==> config.mk <==
export PLATFORM = sky130hd
export DESIGN_NAME = pi_error_seq64_water
export DESIGN_NICKNAME = d
export VERILOG_FILES = /design/src/rtl/pi_error_seq64_water.sv
export SDC_FILE = /design/constraint.sdc
export NUM_CORES = 2
export LEC_CHECK = 0
export ABC_AREA = 1
export ABC_CLOCK_PERIOD_IN_PS = 41300
export CAP_MARGIN = 20
export CORE_MARGIN = 4
export CORE_UTILIZATION = 40
export DETAILED_ROUTE_END_ITERATION = 6
export GPL_ROUTABILITY_DRIVEN = 0
export GPL_TIMING_DRIVEN = 1
export HOLD_SLACK_MARGIN = 0.1
export PLACE_DENSITY = 0.57
export SLEW_MARGIN = 20
export SYNTH_ARGS = -nofsm -noshare
export SYNTH_HDL_FRONTEND = slang
export SYNTH_SLANG_ARGS = --single-unit
export TNS_END_PERCENT = 50
==> constraint.sdc <==
create_clock -name clk -period 41.3 [get_ports clk]
set_clock_uncertainty 0.05 [all_clocks]
set_input_delay 4.13 -clock clk [delete_from_list [all_inputs] [get_ports clk]]
set_output_delay 4.13 -clock clk [all_outputs]
set_load 0.01 [all_outputs]
==> src/rtl/pi_error_seq64_water.sv <==
// pi_error_seq64_water: computes error = ref - meas (IEEE double) once per
// solver step, publishes it on x with done_read_x, then pulses sta LEAD cycles
// later for the downstream PI limiter stage.
module pi_error_seq64_water #(
  parameter int SUB_LATENCY = 7,
  parameter int LEAD        = 10,
  parameter int NEG_ERR     = 0
) (
  input  logic        clk,
  input  logic        rst,
  input  logic        rst_user,
  input  logic        start,
  input  logic [63:0] ref_val,
  input  logic [63:0] meas,
  output logic [63:0] x,
  output logic        done_read_x,
  output logic        sta,
  output logic        busy,
  output logic        overrun
);

  typedef enum logic [1:0] {S_IDLE, S_SUB, S_LEAD, S_STA} state_t;

  // a - b in IEEE double, round-to-nearest-even, denormals and specials handled
  function automatic logic [63:0] fp_sub(input logic [63:0] a, input logic [63:0] b_in);
    logic [63:0]  b, big, sml;
    logic         a_nan, b_nan, a_inf, b_inf, sl, ss, found, rnd;
    logic [11:0]  el, es, dd, e_n, lz, sh;
    logic [55:0]  ml, ms, mn;
    logic [111:0] wide;
    logic [56:0]  sum;
    logic [53:0]  mr;
    b     = {~b_in[63], b_in[62:0]};
    a_nan = (&a[62:52]) && (|a[51:0]);
    b_nan = (&b[62:52]) && (|b[51:0]);
    a_inf = (&a[62:52]) && !(|a[51:0]);
    b_inf = (&b[62:52]) && !(|b[51:0]);
    if (a_nan) return a | 64'h0008_0000_0000_0000;
    if (b_nan) return b_in | 64'h0008_0000_0000_0000;
    if (a_inf && b_inf && (a[63] != b[63])) return 64'h7FF8_0000_0000_0000;
    if (a_inf) return a;
    if (b_inf) return b;
    big = (a[62:0] >= b[62:0]) ? a : b;
    sml = (a[62:0] >= b[62:0]) ? b : a;
    sl  = big[63];
    ss  = sml[63];
    el  = (big[62:52] == 11'd0) ? 12'd1 : {1'b0, big[62:52]};
    es  = (sml[62:52] == 11'd0) ? 12'd1 : {1'b0, sml[62:52]};
    ml  = {(big[62:52] != 11'd0), big[51:0], 3'b000};
    ms  = {(sml[62:52] != 11'd0), sml[51:0], 3'b000};
    // align the smaller operand; everything shifted past bit 0 folds into sticky
    dd  = el - es;
    if (dd > 12'd60) dd = 12'd60;
    wide = {ms, 56'd0} >> dd;
    ms   = wide[111:56];
    ms[0] = ms[0] | (|wide[55:0]);
    if (sl == ss) sum = {1'b0, ml} + {1'b0, ms};
    else          sum = {1'b0, ml} - {1'b0, ms};
    if (sum == '0) return {((sl == ss) ? sl : 1'b0), 63'd0};
    if (sum[56]) begin
      mn  = sum[56:1] | {55'd0, sum[0]};
      e_n = el + 12'd1;
    end else begin
      lz    = '0;
      found = 1'b0;
      for (int unsigned i = 0; i < 56; i++) begin
        if (!found) begin
          if (sum[55-i]) found = 1'b1;
          else           lz = lz + 12'd1;
        end
      end
      // normalisation stops at exponent 1 so tiny results come out subnormal
      sh  = (lz < el - 12'd1) ? lz : el - 12'd1;
      mn  = sum[55:0] << sh;
      e_n = el - sh;
    end
    rnd = mn[2] & (mn[1] | mn[0] | mn[3]);
    mr  = {1'b0, mn[55:3]} + 54'(rnd);
    if (mr[53]) begin
      mr  = mr >> 1;
      e_n = e_n + 12'd1;
    end
    if (e_n >= 12'd2047) return {sl, 11'h7FF, 52'd0};
    return {sl, (mr[52] ? e_n[10:0] : 11'd0), mr[51:0]};
  endfunction

  state_t      state_q, state_d;
  logic [15:0] cnt_q, cnt_d;
  logic [63:0] opa_q, opa_d, opb_q, opb_d;
  logic [63:0] x_q, x_d;
  logic        done_q, done_d, sta_q, sta_d, busy_q, busy_d, ovr_q, ovr_d;
  logic [63:0] diff, sub_res;

  assign diff = fp_sub(opa_q, opb_q);

  if (SUB_LATENCY > 1) begin : g_pipe
    logic [63:0] pipe_q [SUB_LATENCY-1];
    // free-running subtractor pipeline; only its output at the SUB->LEAD step is used
    always_ff @(posedge clk) begin
      pipe_q[0] <= diff;
      for (int unsigned i = 1; i < SUB_LATENCY - 1; i++) pipe_q[i] <= pipe_q[i-1];
    end
    assign sub_res = pipe_q[SUB_LATENCY-2];
  end else begin : g_nopipe
    assign sub_res = diff;
  end

  // sequencer next state: user reset, then start acceptance, then step timing
  always_comb begin
    state_d = state_q;
    cnt_d   = cnt_q;
    opa_d   = opa_q;
    opb_d   = opb_q;
    x_d     = x_q;
    done_d  = 1'b0;
    sta_d   = 1'b0;
    busy_d  = busy_q;
    ovr_d   = ovr_q;
    if (rst_user) begin
      state_d = S_IDLE;
      cnt_d   = '0;
      x_d     = '0;
      busy_d  = 1'b0;
      ovr_d   = 1'b0;
    end else begin
      if (start && busy_q) ovr_d = 1'b1;
      case (state_q)
        S_IDLE: begin
          if (start) begin
            opa_d   = (NEG_ERR != 0) ? meas : ref_val;
            opb_d   = (NEG_ERR != 0) ? ref_val : meas;
            cnt_d   = 16'(SUB_LATENCY - 1);
            state_d = S_SUB;
            busy_d  = 1'b1;
          end
        end
        S_SUB: begin
          if (cnt_q == '0) begin
            x_d     = sub_res;
            done_d  = 1'b1;
            cnt_d   = 16'(LEAD - 1);
            state_d = S_LEAD;
          end else begin
            cnt_d = cnt_q - 16'd1;
          end
        end
        S_LEAD: begin
          if (cnt_q == '0) begin
            sta_d   = 1'b1;
            state_d = S_STA;
          end else begin
            cnt_d = cnt_q - 16'd1;
          end
        end
        default: begin
          state_d = S_IDLE;
          busy_d  = 1'b0;
        end
      endcase
    end
  end

  // sequencer and output registers
  always_ff @(posedge clk) begin
    if (rst) begin
      state_q <= S_IDLE;
      cnt_q   <= '0;
      x_q     <= '0;
      done_q  <= 1'b0;
      sta_q   <= 1'b0;
      busy_q  <= 1'b0;
      ovr_q   <= 1'b0;
    end else begin
      state_q <= state_d;
      cnt_q   <= cnt_d;
      x_q     <= x_d;
      done_q  <= done_d;
      sta_q   <= sta_d;
      busy_q  <= busy_d;
      ovr_q   <= ovr_d;
    end
  end

  // operand registers need no reset: they are only consumed after a start
  always_ff @(posedge clk) begin
    opa_q <= opa_d;
    opb_q <= opb_d;
  end

  assign x           = x_q;
  assign done_read_x = done_q;
  assign sta         = sta_q;
  assign busy        = busy_q;
  assign overrun     = ovr_q;

endmodule

After elaboration in Yosys (flattened, before gate mapping)
Memories as Yosys holds them, arrays and structs flattened. A register that Yosys moved wholly into a read port is not among the register bits.
Cells that the tools add are included.
{"block": "totals", "register_bits": 150, "latch_bits": 0, "ram_bits": 384, "rom_bits": 0, "inputBits": 132, "output_inout_bits": 68, "elab_cells": 1228, "memories": 1}
{"block": "op_classes", "n_addsub": 64, "n_mul": 0, "div": 0, "magnitude_cmp": 4, "n_eq_ne": 8, "shifts": 2, "mux": 1100, "bitwise_logic": 10, "n_reduce_logical": 31}
{"memory": "g_pipe.pipe_q", "words": 6, "width": 64, "rd": 6, "rd_clocked_by_memory_dff": 1, "wr": 6, "line": "97", "text": "logic [63:0] pipe_q [SUB_LATENCY-1];"}
{"cell": "$mux W12", "count": 523}
{"cell": "$mux W64", "count": 19}
{"cell": "$add A12 B1 Y12 const B", "count": 56}
{"cell": "$mux W1", "count": 526}
{"cell": "$mux W56", "count": 7}
{"cell": "$mux W53", "count": 7}
{"cell": "$mux W57", "count": 6}
{"cell": "$shr A112 B12 Y112", "count": 1}
{"cell": "$reduce_or A52 Y1", "count": 2}
{"cell": "$ge A63 B63 Y1", "count": 1}
{"cell": "$add A56 B56 Y57", "count": 1}
{"cell": "$logic_not A57 Y1", "count": 1}
{"cell": "$sub A56 B56 Y57", "count": 1}
{"cell": "$or A56 B1 Y56", "count": 1}
{"cell": "$reduce_or A56 Y1", "count": 1}
{"cell": "$shl A56 B12 Y56", "count": 1}
{"cell": "$add A53 B1 Y54", "count": 1}
{"cell": "$mux W16", "count": 3}
{"cell": "$pmux W16 S3", "count": 1}
{"cell": "$mux W11", "count": 3}
{"cell": "$logic_not A11 Y1", "count": 2}
{"cell": "$reduce_and A11 Y1", "count": 2}
{"cell": "$reduce_bool A11 Y1", "count": 2}
{"cell": "$logic_not A16 Y1", "count": 1}
{"cell": "27 further kinds", "count": 50}

Depth between registers and ports, before layout
{"block": "depth", "depth_word": 629, "ltp_mapped": 299, "ltp_nobuf": 292}

Worst setup path before layout
OpenSTA, ideal clock, no wires.
{"block": "synth_timing", "path_type": "register -> register", "from": "register opb_q[26]", "to": "memory g_pipe.pipe_q[0][53]", "setup_ns": 0.124, "t_arrival_ns": 34.748, "t_required_ns": 41.126, "path_slack_ns": 6.378, "stages_incl_launch_ff": 265, "path_buffers": 8, "path_cell_list": "edfxtp_1 -> inv_1 -> ha_1 -> nand2_1 -> nor2_1 -> and2_1 -> nand2_2 -> nor2_1 -> nand2_2 -> nand3_2 -> nor2_4 -> nand2_8 -> buf_12 -> buf_12 -> clkbuf_8 -> clkbuf_1 -> o21ai_0 -> inv_1 -> [... 229 more ...] -> nor3_2 -> nand3_1 -> nor3_2 -> nand3_1 -> nor2_2 -> nand3_2 -> nor2_2 -> nand3_1 -> nor3_4 -> nand2_4 -> nor3_4 -> a31o_1 -> nand3_2 -> buf_6 -> nand3_1 -> nand2_1 -> nand2_1 -> nand3_1"}
{"element": "start: declaration", "line": "89", "text": "logic [63:0] opa_q, opa_d, opb_q, opb_d;"}
{"element": "start signal: assignment", "line": "187", "text": "opb_q <= opb_d;"}
{"element": "end: declaration", "line": "97"}

==> impl_metrics.yaml <==
timing:
  post-route-min-period_ns: 38.35
  holdWs_ns: 0.264
  worst_slew_pin_slew_ns: 1.34
  hold_viol: 0
  maxSlewHeadroom_pct: 9.77
  period_share_pct: 92.9
  final_max_slew_viol_count: 0
  fin_ws_ns: 2.95
  max_clock_freq_mhz: 26.1
  tns_ns: 0
  setup_viol: 0
placed_design:
  place_area_mm2: 0.0540
  io_buffers: 199
  dp_hpwl_mm: 151
  pre_cts_ws_ns: 0.852
  dp_cells: 9543
drt:
  drtIter0Drc: 5984
  wl_per_cell_um: 19.5
  ant_nets: 0
  drt-vias-per-instance: 5.43
  vias: 52700
  wl_mm: 189
  drc_errors: 0
  drt_pass1_iterations: 7
synthesis:
  ys.flop_type: "dfxtp_1"
  syn-cell-area_mm2: 0.0519
  syn_inst: 7830
  yosysWarningCount: 0
  synth_edf_count: 128
  ys_seq_area_share_pct: 25.5
  synthesis.nets: 8230
  ys_seq_elements: 598
  synth_top_area_share_pct: 18.1
  syn_avg_cell_area_um2: 6.63
  async_reset_ff_share_pct: 0
  netlist_top_cells_area: "dfxtp_1 (18%), nand2_1 (14%), nand3_1 (7.4%)"
  synth_top_area_cell: "dfxtp_1"
  synth_cell_type_count: 97
worst_setup_path:
  cp_slowest_cell: "edfxtp_1"
  crit_type: "reg2reg"
  endpoint_kind: "flop"
  critPathBufInv: 39
  cpLargestDelayFamily: "simple AND/OR/NAND/NOR gates"
  arrival_ns: 38.82
  cpPeakStageDelay_ns: 0.81
  crit_top_cell: "nand2_1"
  worst-path-stages: 243
  reg2regPathDepth: 243
  critPathRequiredTime_ns: 41.77
  critPathLaunchType: "flop"
  cp_max_fo: 32
final_layout:
  drive_gt1_share_pct: 11.5
  fin_util_pct: 44.3
  layout_common_cells: "nand2_1 (1868), inv_1 (1004), nand3_1 (764)"
  fin_cells: 9702
  antennaDiodeCount: 0
  final_nets: 8330
  syn_to_final_growth_pct: 9.45
  mostFrequentLayoutCell: "nand2_1"
  final_cell_area_mm2: 0.0568
clocking:
  path_clk_slew_ns: 0.06
  clk_latency_ns: 0.64
  holdBufCountCts: 0
  numCtsBuffers: 56
  ctsHtreeMaxLevel: 2
  cts.sinks: 598
  tritoncts: "done"
  cts_buffer_depth: 3
  clk_root_buffer_cell: "clkbuf_16"
min_path:
  hold_depth: 0
  hold_path_class: "reg2reg"
power_and_ir_drop:
  seqPwrFrac_pct: 33.5
  p_leak_nw: 26.8
  finalPower_mw: 2.37
  switching_power_mw: 1.02
  clkPwrFrac_pct: 21.9
  ir_worst_vdd_v: 0.0000374
  pwr-share-comb_pct: 44.6
  p_sw_share_pct: 43.2
  internal_power_mw: 1.34
  power.density_mw_per_mm2: 41.7
run_status:
  status: "finished, final reports clean"
floorplanning:
  die_height_um: 368
  die_w_um: 368
  dieArea_mm2: 0.136
  std_cell_rows: 131
  io_pins: 200
  coreArea_mm2: 0.128
  start_util_pct: 40.5
grt:
  grt_pass1_vias: 47200
  antenna_found_initial: 4
  grt_max_degree: 83
  globalRouteTotalUtil_pct: 25.8
  grt_first_pass_wirelength_mm: 277
  grt-ovfl-total: 0
run:
  cap_violations: 0
power groups by stage:
| stage | clock (mW) | sequential, mW | combinational [mW] |
|---|---|---|---|
| finish | 0.518 | 0.794 | 1.06 |
| global route | 0.553 | 0.808 | 1.14 |
| CTS | 0.531 | 0.794 | 0.990 |
| detailed placement | 0 | 0.806 | 0.986 |
| global placement | 0 | 0.804 | 0.985 |
| floorplan | 0 | 0.784 | 0.696 |
timing repair:
item / 4_1_cts / 5_1_grt
endpoints found under the setup margin: 0 / 63
setup buffers: 0 / 46
gates resized for setup: 0 / 122
area by class of cell:
cell class              count  area (um2)
flip-flops and latches    598       13300
inverters                1134        4500
fillers                 13600       71300
multi-input cells        5826       32000
clock buffers              72        1520
repair buffers            312        3060
repair inverters            2        22.5
clock inverters            29         342
well taps                1729        2160
routing by layer:
layer,global-route usage [%],vias up,wire length (um)
met5,0,-,15
met4,12.7,2,11600
met3,5.14,490,18900
met2,38.7,2461,78300
met1,35.2,23900,80100
li1,-,25800,-
Yosys cell counts (20+ instances only):
| cell type | n |
|---|---|
| o21ai_0 | 454 |
| inv_2 | 49 |
| nand3_1 | 770 |
| edfxtp_1 | 128 |
| o211ai_1 | 26 |
| nor2_4 | 27 |
| a211oi_1 | 31 |
| inv_1 | 1015 |
| a21oi_1 | 355 |
| nor3_1 | 118 |
| xnor2_1 | 20 |
| xor2_1 | 97 |
| o21ai_2 | 31 |
| nand3_2 | 69 |
| nand2_2 | 218 |
| nand2_1 | 1870 |
| nor2_1 | 694 |
| nand3b_1 | 38 |
| inv_4 | 21 |
| clkinv_1 | 26 |
| clkbuf_8 | 68 |
| nor2_8 | 28 |
| a31oi_1 | 30 |
| nand4_1 | 208 |
| o21ai_1 | 89 |
| ha_1 | 265 |
| nand2_4 | 60 |
| buf_6 | 36 |
| dfxtp_1 | 470 |
| nor2_2 | 51 |
| clkbuf_1 | 86 |
| nor4_1 | 42 |
kinds of logic (layout without fill, tap and decap cells):
group | count (synthesis) | in the layout | synth area share (%)
adders and majority gates | 268 | 268 | 6.50
AOI/OAI and AO/OA | 1174 | 1174 | 12.9
other | 2 | 2 | 0.0145
muxes | 2 | 2 | 0.0386
buffers and inverters | 1414 | 1549 | 13.7
DFF | 598 | 598 | 25.5
xor gates and xnor gates | 119 | 119 | 2.04
and+or+nand+nor | 4253 | 4261 | 39.3
registers in the layout (all words and copies together) (netlist names):
| signal | count |
|---|---|
| opa_q | 64 |
| done_read_x | 1 |
| busy | 1 |
| sta | 1 |
| opb_q | 64 |
| cnt_q | 16 |
| overrun | 1 |
| x | 64 |
| state_q | 2 |
| g_pipe.pipe_q | 384 |
worst paths after layout:
path                                           start                    to  slack, ns
worst min register to register  g_pipe.pipe_q[4][29]  g_pipe.pipe_q[5][29]       0.26
worst max register to register             opa_q[49]   g_pipe.pipe_q[0][7]       2.95
worst max-delay path                       opa_q[49]   g_pipe.pipe_q[0][7]       2.95
worst min-delay path            g_pipe.pipe_q[4][29]  g_pipe.pipe_q[5][29]       0.26
(Power assumes the default switching activity.)
